File: src/rtl/mips_pkg.sv
// Shared constants for the fetch unit, the IF/ID queue and the decoder.
package mips_pkg;

    // First PC of the text segment; fetch starts here after reset.
    localparam logic [31:0] RESET_PC    = 32'h0000_3000;

    // Encoding presented to decode whenever no real instruction is available.
    localparam logic [31:0] NOP_INSTR   = 32'h0000_0000;

    // Offset from a link instruction's PC to the return address it writes.
    localparam logic [31:0] PC_LINK_OFS = 32'h0000_0008;

endpackage

File: src/rtl/if_id_queue.sv
// Fetch/decode decoupling queue: holds {pc, instr} pairs from fetch and hands
// them to decode in order, with a flush for control-flow redirects and a
// precomputed pc+8 link value for jal/jalr.
module if_id_queue
    import mips_pkg::*;
#(
    parameter int DEPTH   = 4,
    parameter int PC_W    = 32,
    parameter int INSTR_W = 32
) (
    input  logic                       clk,
    input  logic                       reset,
    input  logic                       in_valid,
    output logic                       in_ready,
    input  logic [PC_W-1:0]            in_pc,
    input  logic [INSTR_W-1:0]         in_instr,
    input  logic                       flush,
    output logic                       out_valid,
    input  logic                       out_ready,
    output logic [PC_W-1:0]            out_pc,
    output logic [PC_W-1:0]            out_pc8,
    output logic [INSTR_W-1:0]         out_instr,
    output logic [$clog2(DEPTH):0]     count
);

    localparam int AW = $clog2(DEPTH);

    localparam logic [AW:0]        FULL_COUNT = (AW + 1)'(DEPTH);
    localparam logic [PC_W-1:0]    LINK_OFS   = PC_W'(PC_LINK_OFS);
    localparam logic [INSTR_W-1:0] EMPTY_INSTR = INSTR_W'(NOP_INSTR);

    logic [PC_W-1:0]    pc_mem    [DEPTH];
    logic [INSTR_W-1:0] instr_mem [DEPTH];

    logic [AW-1:0] wr_ptr;
    logic [AW-1:0] rd_ptr;
    logic [AW:0]   occupancy;

    logic push;
    logic pop;

    // Handshake decode; flush overrides both so the wrong-path word is dropped.
    always_comb begin
        in_ready  = (occupancy != FULL_COUNT);
        out_valid = (occupancy != '0);
        push      = in_valid & in_ready & ~flush;
        pop       = out_valid & out_ready & ~flush;
    end

    // Storage write; contents are never cleared since occupancy gates visibility.
    always_ff @(posedge clk) begin
        if (push) begin
            pc_mem[wr_ptr]    <= in_pc;
            instr_mem[wr_ptr] <= in_instr;
        end
    end

    // Pointer and occupancy bookkeeping with immediate clear on reset.
    always_ff @(posedge clk or negedge reset) begin
        if (!reset) begin
            wr_ptr    <= '0;
            rd_ptr    <= '0;
            occupancy <= '0;
        end else if (flush) begin
            rd_ptr    <= wr_ptr;
            occupancy <= '0;
        end else begin
            if (push) begin
                wr_ptr <= wr_ptr + 1'b1;
            end
            if (pop) begin
                rd_ptr <= rd_ptr + 1'b1;
            end
            if (push && !pop) begin
                occupancy <= occupancy + 1'b1;
            end else if (pop && !push) begin
                occupancy <= occupancy - 1'b1;
            end
        end
    end

    // Head presentation: a nop at PC 0 when empty so stale storage never leaks.
    always_comb begin
        out_pc    = '0;
        out_instr = EMPTY_INSTR;
        if (out_valid) begin
            out_pc    = pc_mem[rd_ptr];
            out_instr = instr_mem[rd_ptr];
        end
        out_pc8 = out_pc + LINK_OFS;
        count   = occupancy;
    end

endmodule

File: config.mk
export PLATFORM = sky130hd
export DESIGN_NAME = if_id_queue
export DESIGN_NICKNAME = d
export VERILOG_FILES = /design/src/rtl/mips_pkg.sv /design/src/rtl/if_id_queue.sv
export SDC_FILE = /design/constraint.sdc
export NUM_CORES = 1
export LEC_CHECK = 0
export ABC_AREA = 1
export BUFFER_PORTS_ARGS = -buffer_cell sky130_fd_sc_hd__buf_2
export CORE_UTILIZATION = 40
export DETAILED_ROUTE_END_ITERATION = 7
export GPL_TIMING_DRIVEN = 0
export PLACE_DENSITY = 0.59
export SLEW_MARGIN = 10
export SYNTH_ARGS = -nofsm -noshare
export SYNTH_HDL_FRONTEND = slang
export SYNTH_SLANG_ARGS = --single-unit
File: constraint.sdc
create_clock -name clk -period 3.8 [get_ports clk]
set_input_delay 0.38 -clock clk [delete_from_list [all_inputs] [get_ports clk]]
set_output_delay 0.38 -clock clk [all_outputs]
set_load 0.05 [all_outputs]
# After elaboration in Yosys (flattened, before gate mapping)
# Memories as Yosys holds them, arrays and structs flattened.
# Cells that the tools add are included.
classes:
  addsub: 5
  multipliers: 0
  div_mod_pow: 0
  order_cmp: 0
  eq_ne: 1
  n_shift: 0
  muxes: 9
  bitwise_logic: 5
  n_reduce_logical: 8
ops:
  columns: ["cell", "n"]
  rows:
  - ["2-to-1 mux 32 bit", 2]
  - ["adder 32 x 4 -> 32 bit, second input constant", 1]
  - ["2-to-1 mux 3 bit", 3]
  - ["nonzero test 3 bit", 2]
  - ["adder 2 x 1 -> 2 bit, second input constant", 2]
  - ["bitwise AND 1 bit", 4]
  - ["2-to-1 mux 2 bit", 2]
  - ["adder 3 x 1 -> 3 bit, second input constant", 1]
  - ["inequality test 3 bit, second input constant", 1]
  - ["subtractor 3 x 1 -> 3 bit, second input constant", 1]
  - ["logical AND 1 bit", 2]
  - ["logical NOT 1 bit", 2]
  - ["2-to-1 mux 1 bit", 2]
  - ["AND reduction 2 bit", 1]
  - ["nonzero test 2 bit", 1]
  - ["inverter 1 bit", 1]
totals:
  register_bits: 7
  latchBits: 0
  ram_bits: 256
  rom_bits: 0
  output_inout_bits: 101
  word_cells: 33
  n_memories: 2
mem_list:
  columns: ["memory", "words", "width", "rd", "rd_ports_with_merged_regs", "write_ports", "line", "text"]
  rows:
  - ["instr_mem", 4, 32, 1, 0, 1, "if_id_queue.sv:33", "logic [INSTR_W-1:0] instr_mem [DEPTH];"]
  - ["pc_mem", 4, 32, 1, 0, 1, "if_id_queue.sv:32", "logic [PC_W-1:0] pc_mem [DEPTH];"]

# Logic depth before layout (Yosys ltp)
# Gate-level depths: netlist of the first run.
logic_depth:
  word_depth: 8
  mapped_depth: 15
  depth_no_buf: 13

# Worst setup path before layout of the first run
# Ideal clock, no wire load.
synth_path:
  path_type: "register to register"
  startpoint: "register occupancy[1] (netlist: count[1])"
  endpoint: "memory instr_mem[0][0], enable pin"
  setup_time_ns: 0.487
  arrival_time_ns: 4.373
  t_required_ns: 3.313
  setup_slack_ns: -1.060
  stages_incl_launch_ff: 5
  cell_sequence: "dfrtp_1 > inv_1 > nand3_1 > nand3_1 > nor2_1"
synth_via:
  elab_chain_len: 5
synth_lines:
  columns: ["item", "line", "text"]
  rows:
  - ["from (decl)", "if_id_queue.sv:37", "logic [AW:0] occupancy;"]
  - ["from (signal assigned)", "if_id_queue.sv:75", "occupancy <= occupancy + 1'b1;"]
  - ["from (signal assigned)", "if_id_queue.sv:77", "occupancy <= occupancy - 1'b1;"]
  - ["inequality test 3 bit", "if_id_queue.sv:44", "in_ready = (occupancy != FULL_COUNT);"]
  - ["named net in_ready", "if_id_queue.sv:14", "output logic in_ready,"]
  - ["bitwise AND 1 bit (2 in series)", "if_id_queue.sv:46", "push = in_valid & in_ready & ~flush;"]
  - ["2-to-1 mux 1 bit", "if_id_queue.sv:52", "if (push) begin"]
  - ["2-to-1 mux 1 bit (not written as such)", "if_id_queue.sv:54", "instr_mem[wr_ptr] <= in_instr;"]
  - ["to (decl)", "if_id_queue.sv:33", null]
# The timed path passes the listed nets, and every way through them passes these cells.

# Final worst setup path of the first run
layout_path:
  startpoint: "register occupancy[2] (netlist: count[2])"
  endpoint: "output port out_pc8[31]"
layout_via:
  elab_chain_len: 3
layout_lines:
  columns: ["item", "line", "text"]
  rows:
  - ["nonzero test 3 bit", "if_id_queue.sv:45", "out_valid = (occupancy != '0);"]
  - ["2-to-1 mux 32 bit", "if_id_queue.sv:86", "if (out_valid) begin"]
  - ["adder 32 x 4 -> 32 bit", "if_id_queue.sv:90", "out_pc8 = out_pc + LINK_OFS;"]
  - ["to (decl)", "if_id_queue.sv:21", "output logic [PC_W-1:0] out_pc8,"]
# No other way between the ends.

==> results of run 1 <==
[Yosys cell counts (all sizes together)]
cell	count
fa	1
o211ai	3
inv	59
clkbuf	8
o221ai	1
a21oi	38
edfxtp	256
o22ai	1
xnor2	3
buf	47
ha	5
nand2	258
xor2	16
nand3b	1
dfrtp	7
nand4	9
nor2	223
clkinv	1
nand3	82
o21ai	77
[routing by layer]
metal  share of wire  GRT usage  vias to the layer above
li1                -          -                     4143
met1            0.43      0.254                     3943
met2            0.48      0.343                      262
met3           0.065     0.0410                       44
met4           0.021     0.0497                        4
met5         0.00077          0                        -
[state kept, by name, summed over array words and instances, names as in the netlist]
signal and flops:
wr_ptr 2, instr_mem 128, pc_mem 128, rd_ptr 2, count 3
[repair_timing]
| item | in CTS | in global routing |
|---|---|---|
| buffers inserted | 0 | 2 |
| resized for setup | 8 | 2 |
| pin swaps | 0 | 1 |
| setup endpoints to repair | 11 | 9 |
| hold buffers | 1 | 0 |
| hold endpoints to repair | 7 | 0 |
[cell type report]
cell class,count,area (µm²)
flip-flops and latches,263,7860
diodes,3,7.51
multi-input cells,718,3460
well taps,384,480
repair buffers,184,1170
fillers,2657,14400
plain buffers,55,360
clock inverters,13,92.6
clock buffers,36,752
inverters,60,233
[kinds of logic (layout without fill, tap and decap cells)]
family	count (synthesis)	in the layout	synth area share
and+or+nand+nor	573	573	0.211
DFF	263	263	0.666
AOI/OAI and AO/OA	120	120	0.0519
buffers and inverters	115	348	0.0496
xor gates and xnor gates	19	19	0.0141
adders and majority gates	6	6	0.00700
other	0	3	0
[critical path, stage by stage (launching register included)]
cell	delay, ns
dfrtp_1	0.40
inv_2	0.07
nand3_2	0.14
inv_4	0.09
buf_4	0.21
buf_4	0.21
a21oi_2	0.16
ha_1	0.23
nand3_1	0.18
nor2_4	0.19
inv_1	0.12
nor2_2	0.26
nand3_1	0.11
nand2_1	0.07
buf_2	0.25
[worst paths after layout]
check                                              to                  start  depth (start not counted)
max                                       out_pc8[31]   count[2]$_DFFE_PN0P_                         14
min                        instr_mem[1][16]$_DFFE_PP_           in_instr[16]                          1
max reg2reg                   pc_mem[0][16]$_DFFE_PP_   count[1]$_DFFE_PN0P_                          6
min reg2reg                     rd_ptr[0]$_DFFE_PN0P_  wr_ptr[0]$_DFFE_PN0P_                          2
max in group asynchronous        count[1]$_DFFE_PN0P_                  reset                          2
min in group asynchronous        count[2]$_DFFE_PN0P_                  reset                          2
[stage by stage]
| step | utilization | cell area, µm² | setup slack (ns) |
|---|---|---|---|
| CTS | 0.499 | 14400 | 0.0140 |
| detailed placement | 0.468 | 13500 | 0.221 |
| global placement | 0.457 | 13200 | -2.77 |
| floorplan | - | 11900 | -1.06 |
| global route | 0.500 | 14400 | 0.0332 |
| finish | 0.500 | 14400 | 0.184 |
==> results.md, run 1 <==
- Num CTS Buffers: 28
- Synthesized instance count: 1096
- Routed len/inst: 17.5 µm
- RSZ-0062 raised after global routing: false
- CTS max path bufs: 3
- Drt total wl: 30000 µm
- Core area: 28900 µm²
- Synth top area share: 0.651
- Placed cell count: 1661
- Crit-path max FO: 10
- Final setup vio count: 0
- CTS tree: built
- Setup TNS: 0 ns
- Port buffer count: 169
- Vias per std cell: 4.89
- Cell variety after synth: 31
- Number of remaining DRC errors: 0
- Total clock sinks: 263
- Synthesis-to-finish area growth: 22.2%
- Fin crit share: 0.952
- Slew HR: 0.505
- Critical Path Sink Type: output pin
- Maxcap violations: 0
- Slew Limit Fails: 0
- Worst reg-to-reg setup slack: 1.34 ns
- Synthesized flop and latch total: 263
- Final Hold Viols: 0
- Synth Area per Inst: 10.8 µm²
- Root Buffer: clkbuf_16
- CP Launch Type: flip-flop
- Initial antenna violation count: 6
- Commonest non-fill, non-tap cell in the layout: edfxtp_1
- Synthesized area: 11800 µm²
- Top Ports: 170
- Initial Utilization: 0.409
- Hold Path Class: input port to flip-flop
- Via total after detailed routing: 8396
- Post-synthesis net count: 1171
- Detailed Routing Iterations Pass 1: 5
- Clock skew: 0.00735 ns
- Vias in the first global route: 8074
- Yosys top cell by area: edfxtp_1
- Synth area leaders: edfxtp_1 (65%), nand2_1 (7.7%), nor2_1 (6.0%), o21ai_0 (3.3%), nand3_1 (3.0%)
- Least-Margin Pin Slew: 0.740 ns
- Sequential area share after synthesis: 0.666
- Initial DRC Count: 642
- Total Routing Usage GR: 0.198
- Total Die Area: 30200 µm²
- Post-DP HPWL: 21100 µm
- Htree depth: 1
- Hold WS: 0.0532 ns
- FMAX: 277 MHz
- Die width: 174 µm
- Gr ovfl total: 0
- Post-route ant nets: 0
- Total number of yosys warnings: 0
- Die Ht: 174 µm
- Critical path class: flip-flop to output pin
- Finished Layout Cells: 1716
- Gp weighted congestion: 0.917
- First-pass GRT wire length: 45700 µm
- CP required: 3.42 ns
- Arrival @ worst endpoint: 3.24 ns
- Largest net degree at the start of global routing: 26
- FP Rows: 62
- Most frequent cells in the layout: edfxtp_1 (256), nand2_1 (242), buf_2 (191)
- Reg clk slew, reported paths: 0.06 ns
- Status: finished, final reports clean
- Nets: 1385
- Minimum clock period: 3.62 ns
- Layout cell share with drive strength beyond 1: 0.266
- Insertion delay to the later sink of the worst-skew pair: 0.53 ns
Power of run 1 is left out: the tool's default activity adds up to more than one toggle a clock period on the data nets, which glitch-free logic cannot reach.
==> run 2: changes to the inputs <==
==> constraint.sdc (replaced) <==
create_clock -name clk -period 3.8 [get_ports clk]
set_input_delay 0.19 -clock clk [delete_from_list [all_inputs] [get_ports clk]]
set_output_delay 0.19 -clock clk [all_outputs]
set_load 0.05 [all_outputs]
==> results.md, run 2 (synthesis results as in run 1) <==
- Top Ports: 170 (unchanged)
- Initial Utilization: 0.409 (unchanged)
- Nets: 1449 (+4.6%)
- CP Cell Sequence: inv_2, nand3_1, inv_4, buf_4, buf_4, a21oi_2, ha_1, nand3_1, nor2_4, nand2_1, nor2_4, nand2_1, xor2_1, buf_4
- Vias in the first global route: 8456 (+4.7%)
- Fin crit share: 0.943 (-0.00874)
- Num CTS Buffers: 27 (-3.6%)
- Post-route ant nets: 0 (unchanged)
- DP Area: 13400 µm² (-0.70%)
- CTS tree: built
- First-pass GRT wire length: 47600 µm (+4.3%)
- CP Launch Type: flip-flop
- Slew Limit Fails: 0 (unchanged)
- Final setup vio count: 0 (unchanged)
- Insertion delay to the later sink of the worst-skew pair: 0.54 ns (about the same)
- RSZ-0062 raised after global routing: false
- CP dominant cell by count: buf_4
- Largest net degree at the start of global routing: 24 (-7.7%)
- Commonest non-fill, non-tap cell in the layout: edfxtp_1
- Crit-path max cell delay: 0.42 ns (+0.02 ns)
- Detailed Routing Iterations Pass 1: 5 (unchanged)
- Number of remaining DRC errors: 0 (unchanged)
- Drt total wl: 30800 µm (+2.6%)
- Most frequent cells in the layout: edfxtp_1 (256), nand2_1 (243), buf_2 (192)
- Reg clk slew, reported paths: 0.06 ns (about the same)
- Least-Margin Pin Slew: 0.828 ns (+0.0883 ns)
- Total Routing Usage GR: 0.203 (+0.00462)
- Post-DP HPWL: 20900 µm (-0.94%)
- CTS max path bufs: 3 (unchanged)
- Setup TNS: 0 ns (unchanged)
- Vias per std cell: 4.93 (+0.78%)
- Synthesis-to-finish area growth: 26.5%
- Path depth of the worst reg2reg path: 12 (+6)
- Placed cell count: 1660 (-0.060%)
- Critical path class: flip-flop to output pin
- FP Rows: 62 (unchanged)
- Fin area: 14900 µm² (+3.5%)
- Root Buffer: clkbuf_16
- Die width: 174 µm (unchanged)
- Initial antenna violation count: 1 (-5)
- Setup Slack @ Placement: 0.422 ns (+0.201 ns)
- Gr ovfl total: 0 (unchanged)
- Status: finished, final reports clean
- Die Ht: 174 µm (unchanged)
- Critical path's slowest cell: dfrtp_1
- Routed len/inst: 17.3 µm (-0.94%)
- Core area: 28900 µm² (unchanged)
- Port buffer count: 169 (unchanged)
- Total clock sinks: 263 (unchanged)
- Gp weighted congestion: 0.933 (+1.8%)
- Arrival @ worst endpoint: 3.39 ns (+0.15 ns)
- Clock skew: 0.0189 ns (+0.0116 ns)
- Via total after detailed routing: 8767 (+4.4%)
- Min setup slack post-route: 0.217 ns (+0.0332 ns)
- Hold-critical path depth: 4 (+3)
- Minimum clock period: 3.58 ns (-0.0332 ns)
- Slew HR: 0.446 (-0.0590)
- CP required: 3.61 ns (+0.19 ns)
- Initial DRC Count: 583 (-9.2%)
- Hold Path Class: input port to flip-flop
- Htree depth: 1 (unchanged)
- Critical Path Sink Type: output pin
- Layout cell share with drive strength beyond 1: 0.244 (-0.0215)
- Maxcap violations: 0 (unchanged)
- Final Hold Viols: 0 (unchanged)
- Crit-path max FO: 10 (unchanged)
- Total Die Area: 30200 µm² (unchanged)
- FMAX: 279 MHz (+0.93%)
- Finished Layout Cells: 1778 (+3.6%)
-- run 2: worst paths after layout --
path,endpoint,from,slack (ns)
worst min-delay path,rd_ptr[0]$_DFFE_PN0P_,out_ready,0.18
worst min register to register,rd_ptr[0]$_DFFE_PN0P_,wr_ptr[0]$_DFFE_PN0P_,0.59
min in group asynchronous,count[0]$_DFFE_PN0P_,reset,0.52
worst max-delay path,out_pc8[21],count[2]$_DFFE_PN0P_,0.22
max in group asynchronous,rd_ptr[0]$_DFFE_PN0P_,reset,2.45
worst max register to register,count[2]$_DFFE_PN0P_,count[2]$_DFFE_PN0P_,1.12
-- run 2: final cells by class --
| type | instances | area (µm²) |
|---|---|---|
| clock buffers | 29 | 683 |
| flip-flops and latches | 263 | 7860 |
| repair buffers | 249 | 1790 |
| clock inverters | 19 | 116 |
| multi-input cells | 718 | 3400 |
| well taps | 384 | 480 |
| fillers | 2668 | 13900 |
| diodes | 1 | 2.50 |
| inverters | 60 | 233 |
| plain buffers | 55 | 360 |
-- run 2: what timing repair did --
action / CTS / global route
pin swaps: 0 / 1
resized for setup: 5 / 2
gates cloned: 0 / 0
setup endpoints to repair: 5 / 7
buffers inserted: 0 / 1
hold buffers: 68 / 0
hold endpoints to repair: 264 / 0
-- run 2: worst max-delay path: cells and delay by family, from the launching register on --
| family | cells | cell delay (ns) |
|---|---|---|
| AOI/OAI and AO/OA | 1 | 0.15 |
| xor gates and xnor gates | 1 | 0.16 |
| adders and majority gates | 1 | 0.24 |
| buffers and inverters | 5 | 0.83 |
| DFF | 1 | 0.42 |
| and+or+nand+nor | 6 | 1.06 |
-- run 2: per-layer routing --
metal  share of wire  routed length, µm  track usage
met1            0.44              13600        0.269
met5               0                  0            0
met3           0.057               1770       0.0340
met2            0.48              14800        0.347
met4           0.021                658       0.0486
-- run 2: metrics by stage --
step,util,hold WS [ns]
after detailed placement,0.465,0.0381
after global routing,0.517,0.232
after global placement,0.455,0.0354
after floorplan,-,-0.106
after CTS,0.517,0.156
final,0.517,0.181
Power of run 2 is left out for the same reason.
==> run 3: changes to the inputs <==
--- a/config.mk
+++ b/config.mk
@@ -6,11 +6,13 @@
 export NUM_CORES = 1
 export LEC_CHECK = 0
 export ABC_AREA = 1
-export BUFFER_PORTS_ARGS = -buffer_cell sky130_fd_sc_hd__buf_2
-export CORE_UTILIZATION = 40
+export CELL_PAD_IN_SITES_DETAIL_PLACEMENT = 2
+export CELL_PAD_IN_SITES_GLOBAL_PLACEMENT = 2
+export CORE_UTILIZATION = 37
 export DETAILED_ROUTE_END_ITERATION = 7
+export DONT_BUFFER_PORTS = 1
 export GPL_TIMING_DRIVEN = 0
-export PLACE_DENSITY = 0.59
+export PLACE_DENSITY = 0.73
 export SLEW_MARGIN = 10
 export SYNTH_ARGS = -nofsm -noshare
 export SYNTH_HDL_FRONTEND = slang
==> results.md, run 3 (synthesis results as in run 1) <==
- Drt total wl: 36900 µm (+20%)
- Die width: 181 µm (+3.9%)
- Critical path class: flip-flop to output pin
- Reg clk slew, reported paths: 0.06 ns (about the same)
- Vias per std cell: 5.19 (+5.4%)
- Synthesis-to-finish area growth: 24.3%
- Top Ports: 170 (unchanged)
- Arrival @ worst endpoint: 3.51 ns (+0.12 ns)
- Fillers: 3121 (+17%)
- Port buffer count: 0 (-100%)
- Slew Limit Fails: 0 (unchanged)
- Vias in the first global route: 9653 (+14%)
- Insertion delay to the later sink of the worst-skew pair: 0.56 ns (+0.02 ns)
- Num CTS Buffers: 30 (+11%)
- Initial DRC Count: 394 (-32%)
- Fin crit share: 0.974 (+0.0316)
- Number of remaining DRC errors: 0 (unchanged)
- Commonest non-fill, non-tap cell in the layout: edfxtp_1
- Post-DP HPWL: 24600 µm (+18%)
- Crit-path max FO: 10 (unchanged)
- First-pass GRT wire length: 56400 µm (+18%)
- Die Ht: 181 µm (+3.9%)
- Nets: 1291 (-11%)
- Minimum clock period: 3.70 ns (+0.120 ns)
- Final Hold Viols: 0 (unchanged)
- Hold WS: 0.0704 ns (-0.110 ns)
- Post-route ant nets: 0 (unchanged)
- DP Area: 12600 µm² (-5.8%)
- CP required: 3.61 ns (about the same)
- Least-Margin Pin Slew: 1.27 ns (+0.437 ns)
- Layout cell share with drive strength beyond 1: 0.180 (-0.0645)
- Seq. cell area: 7870 µm² (about the same)
- # diodes: 0 (-1)
- Gr ovfl total: 0 (unchanged)
- Critical Path Sink Type: output pin
- Status: finished, final reports clean
- Initial Utilization: 0.375 (-0.0340)
- Detailed Routing Iterations Pass 1: 4 (-1)
- Routed len/inst: 22.5 µm (+30%)
- Gp weighted congestion: 0.818 (-12%)
- CP Launch Type: flip-flop
- Final setup vio count: 0 (unchanged)
- Initial antenna violation count: 2 (+1)
- Total Die Area: 32600 µm² (+8.0%)
- Hold Path Class: input port to flip-flop
- Total clock sinks: 263 (unchanged)
- Via total after detailed routing: 8509 (-2.9%)
- Slew HR: 0.159 (-0.287)
- Core area: 31500 µm² (+9.1%)
- CTS max path bufs: 3 (unchanged)
- CTS tree: built
- Multi-input combinational cell area: 3660 µm² (+7.6%)
- Clock skew: 0.0277 ns (+0.00877 ns)
- FMAX: 270 MHz (-3.2%)
- Total Routing Usage GR: 0.228 (+0.0252)
- Htree depth: 1 (unchanged)
- Root Buffer: clkbuf_16
- Most frequent cells in the layout: edfxtp_1 (256), nand2_1 (235), nor2_1 (183)
- Largest net degree at the start of global routing: 25 (+4.2%)
- Fin area: 14700 µm² (-1.7%)
- FP Rows: 65 (+4.8%)
- Maxcap violations: 0 (unchanged)
-- run 3: layout make-up --
type,instances,share of cell area
Tap cell,402,0.0343
Inverter,60,0.0165
Clock inverter,17,0.0143
Buffer,55,0.0256
Clock buffer,35,0.0539
Timing Repair Buffer,88,0.0700
Multi-Input combinational cell,718,0.249
Sequential cell,263,0.536
-- run 3: what timing repair did --
action,CTS,global route
hold buffers,67,0
endpoints found under the setup margin,26,13
gates cloned,0,0
gates resized for setup,49,11
pin swaps,5,7
setup buffers,6,3
endpoints found under the hold margin,268,0
-- run 3: routing by layer --
metal | GRT usage | part of all wire
met5 | 0 | 0.00068
met3 | 0.0471 | 0.054
met4 | 0.0732 | 0.024
met2 | 0.416 | 0.52
met1 | 0.267 | 0.41
-- run 3: worst max-delay path: stages (launching register included) --
cell and delay, ns:
dfrtp_2 0.53, inv_2 0.15, nand3_4 0.13, inv_6 0.09, buf_8 0.17, buf_6 0.16, a21oi_4 0.39, ha_4 0.24
nand3_4 0.10, nor2_4 0.22, inv_2 0.10, nor2_4 0.13, buf_4 0.16, xor2_4 0.36
-- run 3: path summary, 6_finish.rpt --
kind / from / to / slack, ns / cells past startpoint
max in group asynchronous: reset / count[1]$_DFFE_PN0P_ / 2.96 / 2
hold reg to reg: wr_ptr[0]$_DFFE_PN0P_ / rd_ptr[0]$_DFFE_PN0P_ / 0.66 / 2
min in group asynchronous: reset / rd_ptr[1]$_DFFE_PN0P_ / 0.55 / 2
setup / recovery: count[0]$_DFFE_PN0P_ / out_pc8[11] / 0.1 / 13
setup reg to reg: count[0]$_DFFE_PN0P_ / instr_mem[2][14]$_DFFE_PP_ / 0.56 / 6
hold / removal: in_valid / count[2]$_DFFE_PN0P_ / 0.07 / 4
-- run 3: per-stage QoR --
step | cells | setup slack (ns) | util | setup TNS (ns)
6_report | 1638 | 0.0970 | 0.466 | 0
5_1_grt | 1638 | -0.0123 | 0.466 | -0.0446
4_1_cts | 1635 | 0.00133 | 0.464 | 0
3_5_place_dp | 1510 | -0.924 | 0.401 | -7.61
3_3_place_gp | 1498 | -3.89 | 0.391 | -974.92
2_1_floorplan | 1096 | -1.06 | - | -271.31
Power of run 3 is left out for the same reason.
